File: src/rtl/coprocessor_0.sv
// CP0 register file: MFC0/MTC0 responder, Count/Compare timer, interrupt pending
// logic, and exception-entry / ERET bookkeeping.
module coprocessor_0 #(
    parameter int          DATA_WIDTH = 32,
    parameter logic [31:0] PRID       = 32'h0001_8000
) (
    input  logic                  clk,
    input  logic                  rst_n,
    input  logic                  stall,
    input  logic                  cp0_reg_rw,
    input  logic [4:0]            cp0_reg_read_addr,
    output logic [DATA_WIDTH-1:0] cp0_reg_read,
    input  logic [4:0]            cp0_reg_write_addr,
    input  logic [DATA_WIDTH-1:0] cp0_reg_write,
    input  logic [5:0]            hw_int,
    input  logic                  exc_valid,
    input  logic [4:0]            exc_code,
    input  logic [DATA_WIDTH-1:0] exc_pc,
    input  logic                  exc_in_delay_slot,
    input  logic [DATA_WIDTH-1:0] exc_badvaddr,
    input  logic                  eret,
    output logic [DATA_WIDTH-1:0] epc,
    output logic [DATA_WIDTH-1:0] status,
    output logic [DATA_WIDTH-1:0] cause,
    output logic                  timer_int,
    output logic                  int_req
);
    localparam logic [4:0] ADDR_BADVADDR = 5'd8;
    localparam logic [4:0] ADDR_COUNT    = 5'd9;
    localparam logic [4:0] ADDR_COMPARE  = 5'd11;
    localparam logic [4:0] ADDR_STATUS   = 5'd12;
    localparam logic [4:0] ADDR_CAUSE    = 5'd13;
    localparam logic [4:0] ADDR_EPC      = 5'd14;
    localparam logic [4:0] ADDR_PRID     = 5'd15;

    logic [DATA_WIDTH-1:0] badvaddr_reg, count_reg, compare_reg, epc_reg;
    logic [7:0]            im_reg;
    logic                  exl_reg, ie_reg;
    logic                  bd_reg;
    logic [4:0]            exc_code_reg;
    logic [1:0]            ip_sw_reg;
    logic [5:0]            ip_hw_reg;
    logic                  toggle_reg, timer_int_reg;
    logic                  wr_en;

    assign wr_en = cp0_reg_rw && !stall;

    // BEV is hard-wired to 1; only IM/EXL/IE are stored.
    assign status = {9'b0, 1'b1, 6'b0, im_reg, 6'b0, exl_reg, ie_reg};
    // IP[7] sees timer_int directly so int_req follows it without an extra cycle.
    assign cause  = {bd_reg, timer_int_reg, 14'b0, ip_hw_reg[5] | timer_int_reg,
                     ip_hw_reg[4:0], ip_sw_reg, 1'b0, exc_code_reg, 2'b0};
    assign epc       = epc_reg;
    assign timer_int = timer_int_reg;
    assign int_req   = (|(cause[15:8] & im_reg)) & ie_reg & ~exl_reg;

    always_comb begin
        cp0_reg_read = '0;
        case (cp0_reg_read_addr)
            ADDR_BADVADDR: cp0_reg_read = badvaddr_reg;
            ADDR_COUNT:    cp0_reg_read = count_reg;
            ADDR_COMPARE:  cp0_reg_read = compare_reg;
            ADDR_STATUS:   cp0_reg_read = status;
            ADDR_CAUSE:    cp0_reg_read = cause;
            ADDR_EPC:      cp0_reg_read = epc_reg;
            ADDR_PRID:     cp0_reg_read = PRID;
            default:       cp0_reg_read = '0;
        endcase
    end

    always_ff @(posedge clk or negedge rst_n) begin
        if (!rst_n) begin
            badvaddr_reg  <= '0;
            count_reg     <= '0;
            compare_reg   <= 32'hFFFF_FFFF;
            epc_reg       <= '0;
            im_reg        <= '0;
            exl_reg       <= 1'b0;
            ie_reg        <= 1'b0;
            bd_reg        <= 1'b0;
            exc_code_reg  <= '0;
            ip_sw_reg     <= '0;
            ip_hw_reg     <= '0;
            toggle_reg    <= 1'b0;
            timer_int_reg <= 1'b0;
        end else begin
            ip_hw_reg <= hw_int;

            // Count advances every second clock and ignores stall.
            if (wr_en && cp0_reg_write_addr == ADDR_COUNT) begin
                count_reg  <= cp0_reg_write;
                toggle_reg <= 1'b0;
            end else begin
                toggle_reg <= ~toggle_reg;
                if (toggle_reg)
                    count_reg <= count_reg + 1'b1;
            end

            if (wr_en && cp0_reg_write_addr == ADDR_COMPARE) begin
                compare_reg   <= cp0_reg_write;
                timer_int_reg <= 1'b0;
            end else if (count_reg == compare_reg) begin
                timer_int_reg <= 1'b1;
            end

            if (wr_en && cp0_reg_write_addr == ADDR_STATUS) begin
                im_reg <= cp0_reg_write[15:8];
                ie_reg <= cp0_reg_write[0];
            end

            if (exc_valid)
                exl_reg <= 1'b1;
            else if (eret)
                exl_reg <= 1'b0;
            else if (wr_en && cp0_reg_write_addr == ADDR_STATUS)
                exl_reg <= cp0_reg_write[1];

            if (wr_en && cp0_reg_write_addr == ADDR_CAUSE)
                ip_sw_reg <= cp0_reg_write[9:8];

            // Nested exceptions keep the original EPC/BD.
            if (exc_valid) begin
                exc_code_reg <= exc_code;
                if (!exl_reg) begin
                    epc_reg <= exc_in_delay_slot ? exc_pc - 32'd4 : exc_pc;
                    bd_reg  <= exc_in_delay_slot;
                end
                if (exc_code == 5'd4 || exc_code == 5'd5)
                    badvaddr_reg <= exc_badvaddr;
            end else if (wr_en && cp0_reg_write_addr == ADDR_EPC) begin
                epc_reg <= cp0_reg_write;
            end
        end
    end
endmodule

File: config.mk
export PLATFORM = sky130hd
export DESIGN_NAME = coprocessor_0
export DESIGN_NICKNAME = d
export VERILOG_FILES = /design/src/rtl/coprocessor_0.sv
export SDC_FILE = /design/constraint.sdc
export NUM_CORES = 1
export LEC_CHECK = 0
export ABC_AREA = 1
export CELL_PAD_IN_SITES_DETAIL_PLACEMENT = 0
export CELL_PAD_IN_SITES_GLOBAL_PLACEMENT = 2
export CORE_UTILIZATION = 27
export DETAILED_ROUTE_END_ITERATION = 8
export GPL_ROUTABILITY_DRIVEN = 0
export GPL_TIMING_DRIVEN = 0
export MAX_ROUTING_LAYER = met4
export PLACE_DENSITY = 0.77
export SLEW_MARGIN = 20
export SYNTH_ARGS = -nofsm -noshare
export SYNTH_HDL_FRONTEND = slang
export SYNTH_SLANG_ARGS = --single-unit
File: constraint.sdc
create_clock -name clk -period 3 [get_ports clk]
set_input_delay 0.9 -clock clk [delete_from_list [all_inputs] [get_ports clk]]
set_output_delay 0.9 -clock clk [all_outputs]
set_load 0.01 [all_outputs]
## Word-level counts from Yosys, hierarchy flattened

Cells that the tools add are included.
Widths: inputs -> output; s select.

- Output and inout bits: 130
- Register bits: 154
- Bits of input ports: 124
- Logic and storage cells: 66

- Add/sub/neg operators: 2
- Muxes and demuxes: 13
- Bitwise logic cells: 6
- Equal/unequal tests: 16
- Reductions and logical operators: 16

Operator list:

| kind | number |
|---|---|
| $pmux 32 s7 | 1 |
| $mux 32 | 6 |
| $eq 5x4->1 const B | 12 |
| $add 32x1->32 const B | 1 |
| $eq 32x32->1 | 1 |
| $sub 32x3->32 const B | 1 |
| $eq 5x3->1 const B | 2 |
| $and 8x8->8 | 1 |
| $reduce_or 8->1 | 1 |
| $logic_and 1x1->1 | 6 |
| $mux 1 | 6 |
| $reduce_and 2->1 | 3 |
| $reduce_bool 2->1 | 3 |
| $reduce_bool 3->1 | 1 |
| $and 1x1->1 | 2 |
| $ne 2x2->1 const B | 1 |
| $not 1->1 | 2 |
| $logic_not 1->1 | 1 |
| $logic_or 1x1->1 | 1 |
| $or 1x1->1 | 1 |

## Longest topological paths before layout

- Word-level depth: 6
- Gate-level depth with buffers: 13
- Mapped depth without buffers: 13

## Worst setup path before layout

OpenSTA, ideal clock, no wires.

- Path type: in2out
- Start point: input cp0_reg_read_addr[4]
- End point: output cp0_reg_read[19]
- Path slack: 216 ps
- Arrival: 1884 ps
- Stages on the path: 7
- Path buffers: 2
- Required time: 2100 ps
- Cell sequence: inv_1 nand2_1 nor2_1 nand2_1 buf_2 buf_1 o2111ai_1

- Word-level cells in the longest chain between the ends: 2
- Elaborated cells between the ends (all ways): 8
- Classes of those cells: 7 x eq/ne; 1 x mux

Ends and longest elaborated chain:

| what | line | text |
|---|---|---|
| start, declared | 11 | `input logic [4:0] cp0_reg_read_addr,` |
| $eq 5x4->1 | 59 | `case (cp0_reg_read_addr)` |
| $pmux 32 s7 (*) | 59 |  |
| end, declared | 12 | `output logic [DATA_WIDTH-1:0] cp0_reg_read,` |

Every way passes the cells marked *; elsewhere a longest branch is shown, timed or not.

## Worst setup path in the final report

- Start point: input cp0_reg_read_addr[4]
- End point: output cp0_reg_read[14]

Same word-level chain as after synthesis.

==> reports/qor.csv <==
stage,metric,value,unit
floorplanning,CORE AREA,35700,um^2
global_route,M2 GR Usage,38.6,%
floorplanning,Die Y,193,um
floorplanning,Die Wd,193,um
global_route,largest net degree at the start of global routing,79,
power_and_ir_drop,VDD IR max,0.000425,V
routing,WL/cell,19.9,um
floorplanning,row cnt,69,
placement,worst setup slack after placement,-1.40,ns
worst_setup_path,max incr delay on CP,0.16,ns
routing,ANT nets after route,0,
finish,Final Non-Filler Cells,2151,
clock_network,clock slew at reported path FFs,0.06,ns
routing,Post-route DRC,3,
sta,clk_skew,0.00939,ns
routing,total routed wirelength,42.7,mm
yosys,Syn Area/Cell,7.18,um^2
routing,Pre-antenna DRT Iters,7,
clock_network,Num CTS Buffers,17,
global_route,Overall Global Routing Usage,23.8,%
power_and_ir_drop,Int Power,0.00482,W
clock_network,# clock sinks,154,
outcome,run status,finished with violations,
global_route,met3 Use GR,2.57,%
power_and_ir_drop,pwr dens,541,nW/um^2
sta,FMAX,324,MHz
routing,via count,9901,
yosys,register area share after synthesis,39.5,%
power_and_ir_drop,Clock power frac,28.1,%
global_route,grt peak-use layer,met2,
clock_network,clk_lat worst skew,0.44,ns
worst_hold_path,Worst Hold Class,in2async,
power_and_ir_drop,P_sw,0.00282,W
floorplanning,IO Pins,254,
power_and_ir_drop,Pleak,6.50,nW
sta,Setup Viol. Count Final,7,
sta,Tmin final,3.09,ns
worst_setup_path,CP Launch Type,input port,
clock_network,CTS Root Cell,clkbuf_16,
power_and_ir_drop,register share of total power,40.6,%
placement,post-DP HPWL,34.4,mm
finish,area occupied by registers,3890,um^2
yosys,Yosys warnings,0,
placement,I/O Buffers,214,
worst_setup_path,CP endpoint kind,primary output,
placement,placed cells,2086,
outcome,failing checks,"design-rule violations, negative setup slack",
worst_setup_path,CP arrival,2.19,ns
sta,RSZ-0062 raised after global routing,true,
floorplanning,Initial Util,27.6,%
clock_network,CTS tree,yes,
worst_setup_path,critical path buffer and inverter count,5,
sta,final hold vios,0,
finish,fin nets,1802,
finish,footprint of the multi-input gates,5280,um^2
sta,final slew viol count,0,
worst_setup_path,"CP delay by family, top",buffers and inverters,
finish,ratio of cells with drive above 1 in the final layout,20.0,%
routing,drt via density,4.60,
sta,final worst-path cycle share,103,%
sta,setup TNS,-0.242,ns
clock_network,CTS Buffer Depth,2,
global_route,initial antenna violation count,1,
finish,most frequent cells in the layout,"nand2_1, clkdlybuf4s50_1, inv_1, dfrtp_1, nor2_1",
floorplanning,die area,37300,um^2
worst_setup_path,critical path's slowest cell,nor2_4,
global_route,vias in the first global route,9882,
clock_network,CTS HTree Levels,4,
global_route,grt ovf,0,
finish,Fill cells,3786,
job,maxcap violations,0,
routing,initial DRC count,637,
global_route,first-pass GRT wire length,62.3,mm
sta,final worst slack,-0.0908,ns
finish,area grow syn2layout,43.4,%
worst_setup_path,critical path peak fanout,4,
yosys,Syn Inst Count,1373,
yosys,Seq cells post-synth,154,
power_and_ir_drop,Gate power share,31.4,%
sta,Slew @ Worst Pin,0.676,ns
finish,Final Util,39.6,%
sta,slew margin rel.,54.9,%
finish,"most common cell after layout, fill and taps aside",nand2_1,
global_route,grt met1 use,31.6,%
worst_setup_path,"most used cell, CP",buf_6,
power_and_ir_drop,switching share of power,36.9,%
power_and_ir_drop,Total Power,0.00765,W
yosys,Netlist cell types,45,
worst_setup_path,"critical path, cell by cell",buf_8 -> inv_6 -> nand2_4 -> nor2_4 -> nand3_4 -> buf_6 -> buf_6 -> o22ai_4 -> a21oi_2 -> nand4_1 -> buf_2,
worst_setup_path,"Worst Path Class, Setup",in2out,
worst_setup_path,Required @ worst endpoint,2.10,ns
yosys,Post-Syn Area,9860,um^2
==> area by class of cell <==
type                            count  share of cell area [%]
Multi-Input combinational cell    988                    37.3
Sequential cell                   154                    27.6
Timing Repair Buffer              247                    16.9
Buffer                             99                    5.51
Inverter                          169                    4.59
Tap cell                          461                    4.08
Clock buffer                       22                    3.58
Clock inverter                     10                   0.451
Antenna cell                        1                  0.0177
==> routing by layer <==
metal | wire length (um) | part of all wire [%]
met4 | 762 | 1.8
met2 | 20300 | 48
met1 | 20200 | 47
met3 | 1430 | 3.4
met5 | 0 | 0
==> cell usage after synthesis (all sizes together) <==
cell type,n,area [um^2]
a21o,3,22.5
a21oi,53,265
a221oi,3,26.3
a22oi,7,52.6
a31oi,3,18.8
and2,1,6.26
buf,70,515
clkbuf,29,113
conb,2,7.51
dfrtp,122,3050
dfstp,32,841
ha,2,25.0
inv,169,634
nand2,442,1660
nand2b,1,6.26
nand3,58,305
nand4,32,200
nor2,115,472
nor3,13,92.6
nor3b,1,7.51
o2111ai,17,149
o211ai,5,37.5
o21ai,103,636
o21bai,8,60.1
o221ai,6,52.6
o22a,1,8.76
o22ai,24,150
o31ai,1,7.51
or2,2,12.5
or4,1,7.51
xnor2,26,228
xor2,21,184
==> stage by stage <==
step	cell area, um^2	hold slack [ns]
2_1_floorplan	10000	0.455
3_3_place_gp	12700	0.466
3_5_place_dp	12800	0.468
4_1_cts	13900	0.467
5_1_grt	14100	0.487
6_report	14100	0.445
==> path summary, 6_finish.rpt <==
path / startpoint / to / slack, ns / cells after the start
worst min-delay path: rst_n / exc_code_reg[1] / 0.45 / 1
worst max register to register: count_reg[0] / count_reg[24] / 0.96 / 10
max in group asynchronous: rst_n / compare_reg[26] / 1.67 / 2
worst max-delay path: cp0_reg_read_addr[4] / cp0_reg_read[14] / -0.09 / 11
min in group clk: badvaddr_reg[25] / badvaddr_reg[25] / 0.48 / 2
worst min register to register: badvaddr_reg[25] / badvaddr_reg[25] / 0.48 / 2
==> cell families after synthesis <==
kind of cell	count (synthesis)	synth area share (%)
adders and majority gates	2	0.254
other	2	0.0762
DFF	154	39.5
and+or+nand+nor	666	28.1
AOI/OAI and AO/OA	234	15.1
buffers and inverters	268	12.8
xor gates and xnor gates	47	4.17
==> power by group through the flow <==
stage               Clock (W)  Sequential (W)  Combinational (W)
floorplan                   0         0.00297            0.00133
global placement            0         0.00311            0.00228
detailed placement          0         0.00311            0.00230
CTS                   0.00217         0.00309            0.00238
global route          0.00225         0.00317            0.00268
finish                0.00215         0.00310            0.00240
==> repair_timing <==
item | in CTS | in global routing
setup buffers | 18 | 10
setup endpoints to repair | 33 | 31
resized for setup | 288 | 31
gates cloned | 3 | 1
hold buffers | 0 | 0
pin swaps | 25 | 23
Note: power is estimated with default switching activity, not from simulation.
